### config.mk
export PLATFORM = sky130hd
export DESIGN_NAME = cla_addsub_16bit
export DESIGN_NICKNAME = d
export VERILOG_FILES = /design/src/rtl/cla_addsub_16bit_pkg.sv /design/src/rtl/cla_addsub_16bit_cla_4bit.sv /design/src/rtl/cla_addsub_16bit.sv
export SDC_FILE = /design/constraint.sdc
export NUM_CORES = 1
export LEC_CHECK = 0
export BUFFER_PORTS_ARGS = -buffer_cell sky130_fd_sc_hd__buf_2
export CORE_MARGIN = 8
export CORE_UTILIZATION = 50
export DETAILED_ROUTE_END_ITERATION = 10
export GPL_TIMING_DRIVEN = 0
export PLACE_DENSITY = 0.79
export RECOVER_POWER = 25
export SLEW_MARGIN = 20
export SYNTH_ARGS = -nofsm -noshare
export SYNTH_HDL_FRONTEND = slang
export SYNTH_SLANG_ARGS = --single-unit
### constraint.sdc
create_clock -name clk -period 4.84 [get_ports clk]
set_input_delay 0.242 -clock clk [delete_from_list [all_inputs] [get_ports clk]]
set_output_delay 0.242 -clock clk [all_outputs]
set_load 0.02 [all_outputs]
### src/rtl/cla_addsub_16bit_pkg.sv
// cla_addsub_16bit_pkg: shared width and saturation constants for the CLA add/sub path.
package cla_addsub_16bit_pkg;
    localparam int DATA_W = 16;
    localparam logic [DATA_W-1:0] SAT_POS = 16'h7FFF;
    localparam logic [DATA_W-1:0] SAT_NEG = 16'h8000;
endpackage

### src/rtl/cla_addsub_16bit_cla_4bit.sv
// cla_4bit: 4-bit carry-lookahead slice producing sum bits plus group generate/propagate.
module cla_4bit (
    input  logic [3:0] a,
    input  logic [3:0] b,
    input  logic       cin,
    output logic [3:0] s,
    output logic       G,
    output logic       P
);
    logic [3:0] g, p, c;
    always_comb begin
        g = a & b;
        p = a ^ b;
        c[0] = cin;
        c[1] = g[0] | (p[0] & cin);
        c[2] = g[1] | (p[1] & g[0]) | (p[1] & p[0] & cin);
        c[3] = g[2] | (p[2] & g[1]) | (p[2] & p[1] & g[0]) | (p[2] & p[1] & p[0] & cin);
        s = p ^ c;
        G = g[3] | (p[3] & g[2]) | (p[3] & p[2] & g[1]) | (p[3] & p[2] & p[1] & g[0]);
        P = &p;
    end
endmodule

### src/rtl/cla_addsub_16bit.sv
// cla_addsub_16bit: registered 16-bit signed saturating add/sub on a two-level CLA with N/Z/V/cout flags.
module cla_addsub_16bit
    import cla_addsub_16bit_pkg::*;
#(
    parameter int WIDTH = DATA_W
) (
    input  logic             clk,
    input  logic             rst,
    input  logic [WIDTH-1:0] a,
    input  logic [WIDTH-1:0] b,
    input  logic             sub,
    output logic [WIDTH-1:0] sum,
    output logic             cout,
    output logic             N,
    output logic             Z,
    output logic             V
);
    logic [WIDTH-1:0] b_eff, r, sat;
    logic [3:0] gg, gp;
    logic [4:0] c;
    logic ovf;
    assign b_eff = b ^ {WIDTH{sub}};
    genvar i;
    generate
        for (i = 0; i < 4; i++) begin : g_slice
            cla_4bit u_cla (
                .a  (a[4*i+3:4*i]),
                .b  (b_eff[4*i+3:4*i]),
                .cin(c[i]),
                .s  (r[4*i+3:4*i]),
                .G  (gg[i]),
                .P  (gp[i])
            );
        end
    endgenerate
    // Second-level lookahead: every group carry is a flat function of c[0], no slice-to-slice ripple.
    always_comb begin
        c[0] = sub;
        c[1] = gg[0] | (gp[0] & c[0]);
        c[2] = gg[1] | (gp[1] & gg[0]) | (gp[1] & gp[0] & c[0]);
        c[3] = gg[2] | (gp[2] & gg[1]) | (gp[2] & gp[1] & gg[0]) | (gp[2] & gp[1] & gp[0] & c[0]);
        c[4] = gg[3] | (gp[3] & gg[2]) | (gp[3] & gp[2] & gg[1]) | (gp[3] & gp[2] & gp[1] & gg[0])
             | (gp[3] & gp[2] & gp[1] & gp[0] & c[0]);
        ovf = (a[WIDTH-1] == b_eff[WIDTH-1]) && (r[WIDTH-1] != a[WIDTH-1]);
        sat = ovf ? (a[WIDTH-1] ? SAT_NEG : SAT_POS) : r;
    end
    always_ff @(posedge clk) begin
        if (rst) begin
            sum  <= '0;
            cout <= 1'b0;
            N    <= 1'b0;
            Z    <= 1'b0;
            V    <= 1'b0;
        end else begin
            sum  <= sat;
            cout <= c[4];
            N    <= sat[WIDTH-1];
            Z    <= (sat == '0);
            V    <= ovf;
        end
    end
endmodule

== Yosys cells after proc, flatten, opt, wreduce, memory -nomap -nowiden ==
Index checks and enable logic that the tools add are counted.

* Reductions and logical operators: 6
* Bitwise operators: 131
* Equal/unequal tests: 2
* Mux-type cells: 2

{| class="wikitable"
|+ Operators by type and width
! operator !! number
|-
| AND 1 bit || 72
|-
| bitwise OR 1 bit || 46
|-
| two-way mux 16 bit || 2
|-
| bitwise XOR 4 bit || 8
|-
| AND 4 bit || 4
|-
| logical NOT 16 bit || 1
|-
| AND reduction 4 bit || 4
|-
| bitwise XOR 16 bit || 1
|-
| == test 1 bit || 1
|-
| logical AND 1 bit || 1
|-
| inequality test 1 bit || 1
|}

* Bits in registers: 20
* Input bits: 35
* Word-level logic and storage cells: 146

== Longest topological paths before layout ==
* Depth after elaboration: 17
* Mapped depth: 16
* Mapped depth without buffers: 14

== Modules after synthesis ==
A second synthesis with hierarchy kept.

* Cell total of the unflattened synthesis: 167
* Area, all modules: 1,595.3 µm²

{| class="wikitable"
|+ By module, submodules not included
! module !! instances !! area an instance (µm²) !! cells each
|-
| cla_addsub_16bit || 1 || 864.6 || 79
|-
| cla_4bit || 4 || 182.7 || 22
|}

== Least setup slack after synthesis ==
Ideal clock, no wire load.

* Kind: input port to flip-flop
* Start: in sub
* End: reg Z
* Library setup time: 0.061 ns
* Arrival time: 3.415 ns
* Path buffers: 2
* Setup slack: 1.364 ns
* Cell stages on the path: 16
* Required time: 4.779 ns
* Path through: buf_6 buf_1 xor2_1 ha_1 o21ai_1 o21a_1 o21a_4 nor2_1 nor2_1 fa_1 inv_1 nor3_1 nand4_1 or4_1 nor4_2 and4bb_1

* Word-level cells in the longest chain between the ends: 17
* Elaborated cells between the ends (all ways): 120

{| class="wikitable"
|+ RTL lines
! element !! line !! RTL
|-
| start: declaration || cla_addsub_16bit.sv:11 || <nowiki>input logic sub,</nowiki>
|-
| bitwise XOR 16 bit || cla_addsub_16bit.sv:22 || <nowiki>assign b_eff = b ^ {WIDTH{sub}};</nowiki>
|-
| bitwise XOR 4 bit / AND 4 bit (equally long branches) || cla_addsub_16bit_cla_4bit.sv:13, cla_addsub_16bit_cla_4bit.sv:12 ||
|-
| AND 1 bit || cla_addsub_16bit_cla_4bit.sv:19 || <nowiki>G = g[3] | (p[3] & g[2]) | (p[3] & p[2] & g[1]) | (p[3] & p[2] & p[1] & g[0]);</nowiki>
|-
| bitwise OR 1 bit / AND 1 bit (equally long branches) (2 in a row) || cla_addsub_16bit_cla_4bit.sv:19 ||
|-
| bitwise OR 1 bit || cla_addsub_16bit_cla_4bit.sv:19 ||
|-
| AND 1 bit || cla_addsub_16bit.sv:41 || <nowiki>c[3] = gg[2] | (gp[2] & gg[1]) | (gp[2] & gp[1] & gg[0]) | (gp[2] & gp[1] & gp[0] & c[0]);</nowiki>
|-
| bitwise OR 1 bit (3 in a row) || cla_addsub_16bit.sv:41 ||
|-
| AND 1 bit || cla_addsub_16bit_cla_4bit.sv:17 || <nowiki>c[3] = g[2] | (p[2] & g[1]) | (p[2] & p[1] & g[0]) | (p[2] & p[1] & p[0] & cin);</nowiki>
|-
| bitwise OR 1 bit || cla_addsub_16bit_cla_4bit.sv:17 ||
|-
| bitwise XOR 4 bit || cla_addsub_16bit_cla_4bit.sv:18 || <nowiki>s = p ^ c;</nowiki>
|-
| inequality test 1 bit || cla_addsub_16bit.sv:44 || <nowiki>ovf = (a[WIDTH-1] == b_eff[WIDTH-1]) && (r[WIDTH-1] != a[WIDTH-1]);</nowiki>
|-
| logical AND 1 bit || cla_addsub_16bit.sv:44 ||
|-
| two-way mux 16 bit (*) || cla_addsub_16bit.sv:45 || <nowiki>sat = ovf ? (a[WIDTH-1] ? SAT_NEG : SAT_POS) : r;</nowiki>
|-
| logical NOT 16 bit (*) || cla_addsub_16bit.sv:58 || <nowiki>Z <= (sat == '0);</nowiki>
|-
| end signal: assignment || cla_addsub_16bit.sv:58 ||
|-
| end: declaration || cla_addsub_16bit.sv:15 || <nowiki>output logic Z,</nowiki>
|}

Every way passes the cells marked *; elsewhere a longest branch is shown, timed or not.
A chain may end at the register's enable or synchronous reset.

== Final worst setup path ==
Ends and elaborated chain as after synthesis.

==> flow_summary_export.csv <==
group,metric,value,unit
finish,num-fill-cells,292,
yosys,ys_seq_elements,19,
sta,finalSetupViolations,0,
sta,relSlewSlack,52.5,%
global_route,overflow,0,
clock_network,numCtsBuffers,3,
floorplan,core_area,3030,sq um
finish,multi_input_area,1100,sq um
sta,tightest_slew,0.713,ns
clock_network,cts-root-buf,"clkbuf_4",
worst_setup_path,crit_path_end_kind,"register",
detailed_routing,vias_per_cell,4.89,
flow_run,maxCapViolCount,0,
power_and_ir_drop,max-vdd-ir-drop,0.000112,V
floorplan,ioPinCount,55,
global_route,met1_usage,15.2,%
worst_setup_path,startpoint,"sub",
worst_setup_path,crit_type,"in -> reg",
sta,min_period,3.70,ns
yosys,synth_top_area_share,24.0,%
placement,gp_congestion,0.836,
yosys,synth_most_common_cell,"nor2_1",
yosys,synth_top_area_cell,"dfxtp_1",
finish,nNetsFinal,291,
yosys,ys_warn_count,0,
floorplan,dieArea,5220,sq um
floorplan,rows,20,
global_route,antenna_found_initial,0,
sta,tns,0,ns
detailed_routing,ant_nets,0,
worst_setup_path,worstPathMaxFanout,10,
floorplan,die_w,72.3,um
yosys,synth.area.top_cells,"dfxtp_1 (24%), ha_1 (13%), xor2_1 (9.4%)",
global_route,grt_pass1_wl,5650,um
detailed_routing,drt_iter0_drc,84,
sta,layout_setup_ws,1.14,ns
placement,detailed_place_hpwl,2860,um
yosys,syn_nets,233,
worst_setup_path,worstSetupStartpointType,"input pin",
sta,drv_slew,0,
global_route,met2_usage,23.1,%
finish,num_antenna_cells,0,
finish,drive_above_1_share,28.0,%
global_route,grt_max_degree,11,
global_route,grt_pass1_vias,1302,
yosys,syn-cell-area,1580,sq um
clock_network,htreeDepth,1,
hold_path,hold_depth,3,
yosys,syn_inst,179,
global_route,grt.busiest_layer,"met2",
yosys,synth_common_cells,"nor2_1 (23), dfxtp_1 (19), a21oi_1 (17), xor2_1 (17), ha_1 (16)",
detailed_routing,drt-total-wl,3350,um
hold_path,hp-class,"in -> reg",
global_route,use_met3,3.31,%
clock_network,post-cts-setup-buffer-count,0,
sta,timing.fmax,270,MHz
detailed_routing,drc,0,
yosys,synth_cell_types,45,
hold_path,hold-path-endpoint,"sum[7]$_SDFF_PP0_",
worst_setup_path,worstPathRequired,5.08,ns
finish,syn2layout_area_growth,21.2,%
yosys,synth_edf_count,0,
placement,portBuffers,53,
power_and_ir_drop,powerDensity,308,nW/um^2
clock_network,cts-hold-fix-buffers,0,
clock_network,cts_sinks,19,
worst_setup_path,cp.arrival,3.94,ns
finish,regArea,380,sq um
floorplan,initial_utilization,52.3,%
sta,hold_viol_final,0,
yosys,synth.yosys.seq_area_share,24.0,%
clock_network,ctsLongestPathBuffers,2,
clock_network,clk_pin_slew,0.10,ns
detailed_routing,first_pass_iters,4,
detailed_routing,num_vias,1369,
clock_network,cts.repair.resized,0,
yosys,ys.flop_type,"dfxtp_1",
placement,post-place-ws,0.812,ns
yosys,syn_avg_cell_area,8.84,sq um
run_status,status,"completed",
clock_network,cts_tree,"yes",
hold_path,worstHoldStart,"a[15]",
global_route,grt.total_usage,13.3,%
sta,period_share,76.4,%
detailed_routing,wl_per_cell,12.0,um
power_and_ir_drop,p_leak,0.898,nW
sta,rsz0062_at_grt,"no",
yosys,async_reset_ff_share,0,%
floorplan,dieHeight,72.3,um
metal layers:
layer,wire [um],vias up
li1,-,734
met1,1540,593
met2,1550,37
met3,219,5
met4,42,0
met5,0,-
through the flow:
step / hold slack, ns / area, sq um / std cells / power, W / utilization (%)
3_3_place_gp: 0.627 / 1900 / 276 / 0.000518 / 62.9
6_report: 0.308 / 1920 / 280 / 0.000591 / 63.3
3_5_place_dp: 0.621 / 1900 / 276 / 0.000523 / 62.9
2_1_floorplan: 0.424 / 1580 / 179 / 0.000442 / -
4_1_cts: 0.320 / 1930 / 280 / 0.000595 / 63.7
5_1_grt: 0.321 / 1920 / 280 / 0.000636 / 63.3
sequential cells by signal (all words and copies together) (netlist names):
| register | flops |
|---|---|
| sum | 16 |
| V | 1 |
| Z | 1 |
| cout | 1 |
placed cells by master (no fill, tap or decap), drive strengths merged, types with 2 or more instances in the layout:
master	count
a211oi	3
a21o	2
a21oi	21
buf	50
clkbuf	14
dfxtp	19
fa	3
ha	16
inv	13
mux2i	3
nand2	2
nand4	2
nor2	25
nor2b	3
nor3	4
nor4	4
o21a	4
o21ai	9
xnor2	9
xor2	17
layout make-up:
type                       instances  area share, %
buffer                             7           2.54
clock buffer                       4           1.37
inverter                          13           2.54
multi-input combinational        140           57.6
sequential                        19           19.8
tap                               44           2.87
timing repair buffer              53           13.2
how the worst max path moves through the flow:
stage,to,slack (ns),cells after the start
after floorplan,Z$_SDFF_PP0_,1.36,16
after global placement,Z$_SDFF_PP0_,0.83,17
after detailed placement,Z$_SDFF_PP0_,0.81,17
after CTS,Z$_SDFF_PP0_,1.11,17
after global routing,Z$_SDFF_PP0_,0.84,17
final,Z$_SDFF_PP0_,1.14,17
critical path, cell delays in order:
cell	delay, ns
buf_2	0.10
buf_6	0.15
buf_1	0.56
xor2_1	0.15
ha_1	0.32
o21ai_1	0.10
o21a_1	0.22
o21a_4	0.25
nor2_1	0.08
nor2_1	0.07
fa_1	0.42
xnor2_1	0.16
nor3_1	0.18
nand4_1	0.11
or4_1	0.42
nor4_2	0.17
and4bb_1	0.23
report_power, final:
part | total [W] | internal (W) | switching [W]
combinational | 0.000326 | 0.000133 | 0.000193
sequential | 0.000190 | 0.000184 | 0.00000593
clock | 0.0000751 | 0.0000321 | 0.0000430
cell families (layout without fill, tap and decap cells):
kind of cell	Yosys count	after routing	share of synthesized area, %
flops	19	19	24.0
compound gates	45	45	20.5
mux	3	3	1.90
buf+inv	20	77	6.17
fa+ha+maj	19	19	16.4
xor+xnor	26	26	14.4
simple gates	47	47	16.6
Note: power is estimated with default switching activity, not from simulation.
